## src/rtl/rate_encoder_aer.sv

```systemverilog
// Poisson-rate spike encoder: scans a pixel memory for T_STEPS timesteps and
// emits {timestep, pixel} events over a 4-phase AER link through a small FIFO.
module rate_encoder_aer #(
  parameter int unsigned       N_PIX      = 784,
  parameter int unsigned       ADDR_W     = 10,
  parameter int unsigned       PIX_W      = 8,
  parameter int unsigned       RAND_W     = 12,
  parameter logic [RAND_W-1:0] LFSR_TAPS  = 12'hA96,
  parameter logic [RAND_W-1:0] LFSR_SEED  = 12'hAA7,
  parameter int unsigned       TS_W       = 4,
  parameter int unsigned       T_STEPS    = 8,
  parameter int unsigned       FIFO_DEPTH = 4
) (
  input  logic                   CLK,
  input  logic                   RST_N,
  input  logic                   start,
  input  logic                   abort,
  output logic [ADDR_W-1:0]      pix_addr,
  input  logic [PIX_W-1:0]       pix_data,
  output logic [TS_W+ADDR_W-1:0] AER_ADDR,
  output logic                   AER_REQ,
  input  logic                   AER_ACK,
  output logic                   busy,
  output logic [TS_W-1:0]        timestep,
  output logic                   frame_done
);

  localparam int unsigned       EV_W     = TS_W + ADDR_W;
  localparam int unsigned       PTR_W    = (FIFO_DEPTH > 1) ? $clog2(FIFO_DEPTH) : 1;
  localparam int unsigned       CNT_W    = $clog2(FIFO_DEPTH + 1);
  localparam logic [ADDR_W-1:0] LAST_PIX = ADDR_W'(N_PIX - 1);
  localparam logic [TS_W-1:0]   LAST_TS  = TS_W'(T_STEPS - 1);

  typedef enum logic [1:0] {S_IDLE, S_SCAN, S_DRAIN} state_t;

  state_t state, state_nxt;

  logic              start_scan, abort_scan, issue, done_nxt;
  logic              scan_done, aborted;
  logic              cmp_valid, cmp_last;
  logic [ADDR_W-1:0] cmp_addr;
  logic [TS_W-1:0]   cmp_ts;
  logic [RAND_W-1:0] lfsr, lfsr_next, thr;
  logic              spike, push, pop, load;
  logic              ack_m, ack_s;

  logic [EV_W-1:0]   fifo_mem [FIFO_DEPTH];
  logic [PTR_W-1:0]  wr_ptr, rd_ptr;
  logic [CNT_W-1:0]  fifo_cnt;

  function automatic logic [PTR_W-1:0] ptr_inc(input logic [PTR_W-1:0] p);
    return (p == PTR_W'(FIFO_DEPTH - 1)) ? '0 : p + PTR_W'(1);
  endfunction

  always_ff @(posedge CLK or negedge RST_N) begin
    if (!RST_N) state <= S_IDLE;
    else        state <= state_nxt;
  end

  // Issue is throttled so queued events plus the in-flight compare never exceed the FIFO.
  always_comb begin
    state_nxt  = state;
    start_scan = 1'b0;
    abort_scan = 1'b0;
    issue      = 1'b0;
    done_nxt   = 1'b0;
    case (state)
      S_IDLE: begin
        if (start) begin
          start_scan = 1'b1;
          state_nxt  = S_SCAN;
        end
      end
      S_SCAN: begin
        if (abort) begin
          abort_scan = 1'b1;
          state_nxt  = S_DRAIN;
        end else begin
          issue = !scan_done &&
                  ((32'(fifo_cnt) + 32'(cmp_valid)) < FIFO_DEPTH);
          if (cmp_valid && cmp_last) state_nxt = S_DRAIN;
        end
      end
      S_DRAIN: begin
        if (fifo_cnt == '0 && !AER_REQ && !ack_s) begin
          state_nxt = S_IDLE;
          done_nxt  = !aborted;
        end
      end
      default: state_nxt = S_IDLE;
    endcase
  end

  assign busy = (state != S_IDLE);

  always_comb begin
    lfsr_next = {lfsr[RAND_W-2:0], lfsr[RAND_W-1]} ^ ({RAND_W{lfsr[RAND_W-1]}} & LFSR_TAPS);
    thr       = RAND_W'(pix_data) << (RAND_W - PIX_W);
    spike     = (pix_data == '1) || ((pix_data != '0) && (lfsr < thr));
    push      = cmp_valid && spike && !abort_scan;
  end

  always_ff @(posedge CLK or negedge RST_N) begin
    if (!RST_N) begin
      pix_addr   <= '0;
      timestep   <= '0;
      scan_done  <= 1'b0;
      aborted    <= 1'b0;
      cmp_valid  <= 1'b0;
      cmp_last   <= 1'b0;
      cmp_addr   <= '0;
      cmp_ts     <= '0;
      lfsr       <= LFSR_SEED;
      frame_done <= 1'b0;
    end else begin
      frame_done <= done_nxt;
      if (start_scan) begin
        lfsr      <= LFSR_SEED;
        pix_addr  <= '0;
        timestep  <= '0;
        scan_done <= 1'b0;
        aborted   <= 1'b0;
        cmp_valid <= 1'b0;
      end else if (abort_scan) begin
        cmp_valid <= 1'b0;
        scan_done <= 1'b1;
        aborted   <= 1'b1;
      end else begin
        if (cmp_valid) lfsr <= lfsr_next;
        cmp_valid <= issue;
        if (issue) begin
          cmp_addr <= pix_addr;
          cmp_ts   <= timestep;
          cmp_last <= (pix_addr == LAST_PIX) && (timestep == LAST_TS);
          if (pix_addr == LAST_PIX) begin
            pix_addr <= '0;
            if (timestep == LAST_TS) scan_done <= 1'b1;
            else                     timestep  <= timestep + TS_W'(1);
          end else begin
            pix_addr <= pix_addr + ADDR_W'(1);
          end
        end
      end
    end
  end

  always_ff @(posedge CLK or negedge RST_N) begin
    if (!RST_N) begin
      ack_m <= 1'b0;
      ack_s <= 1'b0;
    end else begin
      ack_m <= AER_ACK;
      ack_s <= ack_m;
    end
  end

  assign pop  = AER_REQ && ack_s;
  assign load = (fifo_cnt != '0) && !AER_REQ && !ack_s && !abort_scan;

  always_ff @(posedge CLK) begin
    if (push) fifo_mem[wr_ptr] <= {cmp_ts, cmp_addr};
  end

  // On abort only the entry currently on the link (if any) survives, at rd_ptr.
  always_ff @(posedge CLK or negedge RST_N) begin
    if (!RST_N) begin
      wr_ptr   <= '0;
      rd_ptr   <= '0;
      fifo_cnt <= '0;
    end else if (abort_scan) begin
      rd_ptr   <= pop ? ptr_inc(rd_ptr) : rd_ptr;
      wr_ptr   <= AER_REQ ? ptr_inc(rd_ptr) : rd_ptr;
      fifo_cnt <= (AER_REQ && !pop) ? CNT_W'(1) : '0;
    end else begin
      if (push) wr_ptr <= ptr_inc(wr_ptr);
      if (pop)  rd_ptr <= ptr_inc(rd_ptr);
      case ({push, pop})
        2'b10:   fifo_cnt <= fifo_cnt + CNT_W'(1);
        2'b01:   fifo_cnt <= fifo_cnt - CNT_W'(1);
        default: fifo_cnt <= fifo_cnt;
      endcase
    end
  end

  always_ff @(posedge CLK or negedge RST_N) begin
    if (!RST_N) begin
      AER_REQ  <= 1'b0;
      AER_ADDR <= '0;
    end else if (pop) begin
      AER_REQ <= 1'b0;
    end else if (load) begin
      AER_REQ  <= 1'b1;
      AER_ADDR <= fifo_mem[rd_ptr];
    end
  end

endmodule

```

## config.mk

```make
export PLATFORM = sky130hd
export DESIGN_NAME = rate_encoder_aer
export DESIGN_NICKNAME = d
export VERILOG_FILES = /design/src/rtl/rate_encoder_aer.sv
export SDC_FILE = /design/constraint.sdc
export NUM_CORES = 1
export LEC_CHECK = 0
export ABC_AREA = 1
export ABC_CLOCK_PERIOD_IN_PS = 2700
export BUFFER_PORTS_ARGS = -buffer_cell sky130_fd_sc_hd__buf_4
export CAP_MARGIN = 30
export CORE_MARGIN = 8
export CORE_UTILIZATION = 48
export CTS_BUF_LIST = sky130_fd_sc_hd__clkbuf_2
export CTS_CLUSTER_DIAMETER = 100
export DETAILED_ROUTE_END_ITERATION = 6
export GPL_TIMING_DRIVEN = 1
export PLACE_DENSITY = 0.69
export SLEW_MARGIN = 5
export SYNTH_ARGS = -nofsm -noshare
export SYNTH_HDL_FRONTEND = slang
export SYNTH_SLANG_ARGS = --single-unit
```

## constraint.sdc

```tcl
create_clock -name CLK -period 2.7 [get_ports CLK]
set_input_delay 0.27 -clock CLK [delete_from_list [all_inputs] [get_ports CLK]]
set_output_delay 0.27 -clock CLK [all_outputs]
set_load 0.02 [all_outputs]
```

; After elaboration in Yosys (flattened, before gate mapping)
; Memory sizes are Yosys's and may differ from the RTL's. A register that Yosys moved wholly into a read port is not among the register bits.
; Cells that the tools add are included.
[word_totals]
ramBits = 56
wordCells = 134
output_inout_bits = 31
register_bits = 57
mem_count = 1
[classes]
addsub = 7
bitwise = 4
eq_ne = 14
n_reduce_logical = 43
order_cmp = 2
muxes = 46
[mem_list]
columns = name, words, word_bits, read_ports, rd_clocked_by_memory_dff, write_ports, line
row1 = fifo_mem, 4, 14, 1, 1, 1, 47  ; logic [EV_W-1:0] fifo_mem [FIFO_DEPTH];
[op_table]
columns = op, count
row1 = 10-bit 2-to-1 mux, 4
row2 = 12-bit 2-to-1 mux, 3
row3 = 1-bit 2-to-1 mux, 22
row4 = 4-bit 2-to-1 mux, 5
row5 = 2-bit 2-to-1 mux, 9
row6 = 3-bit nonzero test, 5
row7 = 2-bit nonzero test, 7
row8 = 1-bit logical AND, 13
row9 = 12-bit < comparator, 1
row10 = 12-bit bitwise XOR, 1
row11 = "10-bit by 1-bit adder with 10-bit output, second input constant", 1
row12 = "10-bit equality test, second input constant", 1
row13 = 3-bit AND reduction, 3
row14 = "2-bit equality test, second input constant", 4
row15 = "8-bit equality test, second input constant", 1
row16 = "2-bit != test, second input constant", 4
row17 = 8-bit nonzero test, 1
row18 = 1-bit zero test, 7
row19 = 2-bit case mux with 3 select lines, 1
row20 = 3-bit case mux with 2 select lines, 1
row21 = 2-bit AND reduction, 3
row22 = "2-bit by 1-bit adder with 2-bit output, second input constant", 2
row23 = 3-bit by 1-bit adder with 4-bit output, 1
row24 = "4-bit by 1-bit adder with 4-bit output, second input constant", 1
row25 = other kinds (12), 15

; Depth between registers and ports, before layout
[depth]
word_depth = 8
mapped_depth = 19
mapped_depth_nobuf = 19

; Worst setup path after synthesis
; Ideal clock, no wire load.
[synth_path]
path_kind = reg2reg
startpoint = register lfsr[9]
endpoint = register fifo_cnt[2]
period_less_slack_ns = 2.406
path_stages_with_launch = 17
setup_ns = 0.117
slack_ns = 0.294
arrival_time_ns = 2.290
required_time_ns = 2.583
cell_sequence = dfstp_2 -> ha_1 -> a21oi_1 -> o21ai_0 -> nor2_1 -> nand2_1 -> nand2_1 -> nand3_2 -> nand2_2 -> inv_1 -> fa_1 -> xnor2_1 -> inv_1 -> nand2_1 -> nand2_1 -> nand2_1 -> nand2_1
[synth_between]
elab_chain_cells = 8
word_cells_on_any_way = 10
cone_classes = order compare (1) / eq/ne (2) / mux (2) / reduce/logical (5)
[synth_lines]
columns = element, line
row1 = "start, declared", 43  ; logic [RAND_W-1:0] lfsr, lfsr_next, thr;
row2 = "start signal, assigned", 129  ; if (cmp_valid) lfsr <= lfsr_next;
row3 = 12-bit < comparator *, 99  ; spike = (pix_data == '1) || ((pix_data != '0) && (lfsr < thr));
row4 = 1-bit logical AND *, 99
row5 = 1-bit logical OR *, 99
row6 = 1-bit logical AND * (2 in a row), 100  ; push = cmp_valid && spike && !abort_scan;
row7 = 2-bit by 1-bit equality test with 1-bit output / 2-bit equality test (equally long branches), 177  ; case ({push, pop})
row8 = 3-bit case mux with 2 select lines, 177
row9 = 3-bit 2-to-1 mux, 170  ; end else if (abort_scan) begin
row10 = "end signal, assigned", 173  ; fifo_cnt <= (AER_REQ && !pop) ? CNT_W'(1) : '0;
row11 = "end signal, assigned", 178  ; 2'b10: fifo_cnt <= fifo_cnt + CNT_W'(1);
row12 = "end signal, assigned", 179  ; 2'b01: fifo_cnt <= fifo_cnt - CNT_W'(1);
row13 = "end, declared", 49  ; logic [CNT_W-1:0] fifo_cnt;
; Every way passes the cells marked *; elsewhere a longest branch is shown, timed or not.
; A chain may end at the register's enable or synchronous reset.

; Worst setup path in the final report
[layout_path]
startpoint = register lfsr[11]
endpoint = register fifo_cnt[2]
; Same word-level chain as after synthesis.

==> flow_summary.ini <==
[run_status]
status = finished, final reports clean

[setup_path]
start_kind = flip-flop
path_max_fanout = 7
cp_data_required_time_ns = 3.30
reg2reg_depth = 16
reg2reg_slack_ns = 0.16
reg2reg_from = lfsr[11]
cp.arrival_ns = 3.14
reg2reg_to = fifo_cnt[2]
critPathKind = flip-flop to flip-flop
end_kind = flip-flop

[timing]
maxClockFrequency_mhz = 394
period_share_pct = 94.0
whs_ns = 0.134
drv_slew = 0
setup_viol = 0
worst_pin_slew_ns = 0.718
final_hold_viol_count = 0
min_period_ns = 2.54
relSlewSlack_pct = 51.7
fin_skew_ns = 0.0296

[routing]
drt-vias-per-instance = 5.15
ant_nets = 0
detail_route.first_pass.iterations = 4
avgRoutedWirePerCell_microns = 14.8
dr.first_iter.drc_count = 233
vias = 3875
routed_wl_microns = 11100
drcViolationCount = 0

[yosys]
syn-num-nets = 565
synth_area_leaders = edfxtp_1 (30%), dfrtp_1 (29%), nand2_1 (6.6%), nor2_1 (4.7%), o21ai_0 (4.3%)
yosys_register_bits = 127
syn_area_sq_um = 5570
synthFlopType = dfrtp_1
ys_seq_area_share_pct = 62.2
synth_top_family_by_area = simple AND/OR/NAND/NOR gates
synth_compound_area_share_pct = 9.99
synth_enable_flop_cells = 56
synth-xor-area-share_pct = 0.471
ys_async_sr_fraction_pct = 55.9
synth_fa_ha_area_share_pct = 3.50
synth_top_cell_area_share_pct = 30.2
synth_cell_type_count = 43
synth_top_area_cell = edfxtp_1
synth_cells = 537
yosys-mux-area-fraction_pct = 1.39
synth_simple_gate_area_share_pct = 17.4
avgSynthCellArea_sq_um = 10.4
synthTopCellsByCount = nand2_1 (98), nor2_1 (70), dfrtp_1 (64)
synth_most_common_cell = nand2_1
yosysWarnings = 0

[placed_design]
io_buffers = 43
post-dp-hpwl_microns = 7550
globalplace.congestion = 0.815

[global_routing]
met2_usage_pct = 25.9
use_met3_pct = 4.62
grt_max_degree = 72
overflow = 0
track_usage_pct = 16.0
use_met1_pct = 19.7
grt-busiest-layer = met2
antenna_found_initial = 0
grt_pass1_vias = 3970
grt_pass1_wl_microns = 19000

[clock_network]
clk_path_buf_depth = 2
cts_buffers = 17
insertion_delay_ns = 0.69
tritoncts = yes
clock-root-buffer = clkbuf_2
cts_max_level = 4
cts_setup_buffers = 0
cts.clk_slew.worst_paths_ns = 0.19
cts_sinks = 127

[worst_hold_path]
hp-class = primary input to flip-flop
min_to = cmp_last
min_from = abort
hold_depth = 5

[floorplanning]
pin_count = 44
num_rows = 39
core_sq_um = 11400
die_height_microns = 124
die_width_microns = 124
die-area_sq_um = 15300
start_util_pct = 49.0

[pwr]
seq_power_share_pct = 46.6
power.density_nw_per_um2 = 1030
p_leak_uw = 0.00280
p_comb_share_pct = 36.6
ir_drop_v = 0.000512
swShare_pct = 41.2
p_int_uw = 3860
p_clk_share_pct = 16.7
switchingPower_uw = 2710
p_total_uw = 6560

[layout]
area.growth.synth_to_final_pct = 14.2
n_fill_cell = 971
nets = 625
drive_gt1_share_pct = 19.8
antennaDiodeCount = 0

[run]
max-cap-violations = 0
==> power groups by stage <==
stage / sequential, uW / clock [uW] / combinational [uW]
2_1_floorplan: 3150 / 0 / 1540
3_3_place_gp: 3070 / 0 / 2340
3_5_place_dp: 3100 / 0 / 2400
4_1_cts: 3060 / 1130 / 2420
5_1_grt: 3140 / 1210 / 2730
6_report: 3060 / 1100 / 2400
==> per-stage QoR <==
| stage | setup slack [ns] | cells | utilization (%) | cell area, sq um | setup TNS (ns) |
|---|---|---|---|---|---|
| floorplan | 0.294 | 537 | - | 5570 | 0 |
| global placement | 0.264 | 716 | 53.3 | 6060 | 0 |
| detailed placement | 0.0909 | 716 | 53.3 | 6060 | 0 |
| CTS | 0.0661 | 751 | 55.5 | 6310 | 0 |
| global route | -0.0145 | 753 | 56.0 | 6360 | -0.0145 |
| finish | 0.162 | 753 | 56.0 | 6360 | 0 |
==> placed cells by master, fill, tap and decap left out, types with 2 or more instances in the layout <==
cell | netlist | routed
o21ai_1 | 4 | 4
nand2_4 | 1 | 2
nor2_1 | 70 | 70
nand3_2 | 3 | 3
dfstp_2 | 7 | 7
o21ai_0 | 48 | 48
xor2_1 | 2 | 2
ha_1 | 14 | 14
inv_6 | 0 | 5
buf_4 | 1 | 53
nor2_4 | 2 | 2
o22ai_1 | 14 | 14
nand2_2 | 3 | 3
nand2_1 | 98 | 97
clkinvlp_4 | 0 | 2
clkinv_4 | 0 | 3
nor3_1 | 6 | 6
dlygate4sd3_1 | 0 | 4
nor4_1 | 4 | 4
nor2_8 | 2 | 2
nand4_1 | 2 | 2
a31oi_1 | 4 | 4
a41oi_1 | 2 | 2
inv_1 | 46 | 46
clkinv_2 | 0 | 4
nor2_2 | 2 | 2
inv_2 | 3 | 3
mux2_2 | 6 | 6
a21oi_1 | 24 | 24
dfrtp_1 | 64 | 64
edfxtp_1 | 56 | 56
nand3_1 | 20 | 20
clkbuf_2 | 0 | 17
==> cell type report <==
cell class / instances / area, sq um / area share [%]
Sequential cell: 127 / 3470 / 54.5
Multi-Input combinational cell: 342 / 1840 / 28.9
Timing Repair Buffer: 58 / 465 / 7.31
Inverter: 51 / 194 / 3.05
Tap cell: 143 / 179 / 2.81
Clock inverter: 15 / 135 / 2.12
Clock buffer: 17 / 85.1 / 1.34
==> cells by family (layout without fill, tap and decap cells) <==
| family | Yosys count | in the layout |
|---|---|---|
| AOI/OAI and AO/OA | 101 | 101 |
| xor gates and xnor gates | 3 | 3 |
| adders and majority gates | 15 | 15 |
| buffers and inverters | 68 | 141 |
| DFF | 127 | 127 |
| muxes | 7 | 7 |
| and+or+nand+nor | 216 | 216 |
==> worst max-delay path by stage <==
stage | start | end | slack (ns) | cells after the start
3_3_place_gp | lfsr[9] | fifo_cnt[2] | 0.26 | 16
3_5_place_dp | lfsr[11] | fifo_cnt[2] | 0.09 | 16
2_1_floorplan | lfsr[9] | fifo_cnt[2] | 0.29 | 16
4_1_cts | lfsr[11] | fifo_cnt[2] | 0.07 | 16
5_1_grt | lfsr[11] | fifo_cnt[2] | -0.01 | 16
6_report | lfsr[11] | fifo_cnt[2] | 0.16 | 16
==> per-layer routing <==
layer	part of all wire, %	up-vias
li1	-	1935
met5	0	-
met2	48	85
met3	5.8	16
met1	45	1839
met4	1.2	0
==> critical path, stage by stage, from the launching register on <==
cell and delay (ns):
dfstp_2 0.57, ha_1 0.23, a21oi_1 0.14, o21ai_0 0.09, nor2_1 0.09, nand2_1 0.07, nand2_2 0.10, nand3_2 0.12
nand2_4 0.13, inv_1 0.06, fa_1 0.40, xnor2_2 0.18, inv_1 0.06, nand2_1 0.07, nand2_1 0.04, nand2_1 0.06
nand2_1 0.04
==> what timing repair did <==
action,CTS,global route
hold buffers,3,1
hold endpoints to repair,72,14
setup endpoints to repair,0,1
gates resized for setup,0,3
==> registers in the layout (all words and copies together), names as in the netlist, 2 cells and up <==
register and flops:
lfsr 12, cmp_addr 10, fifo_cnt 3, state 2, AER_ADDR 14, cmp_ts 4, fifo_mem 56, timestep 4
pix_addr 10, rd_ptr 2, wr_ptr 2
Power figures use the tool's default switching activity.
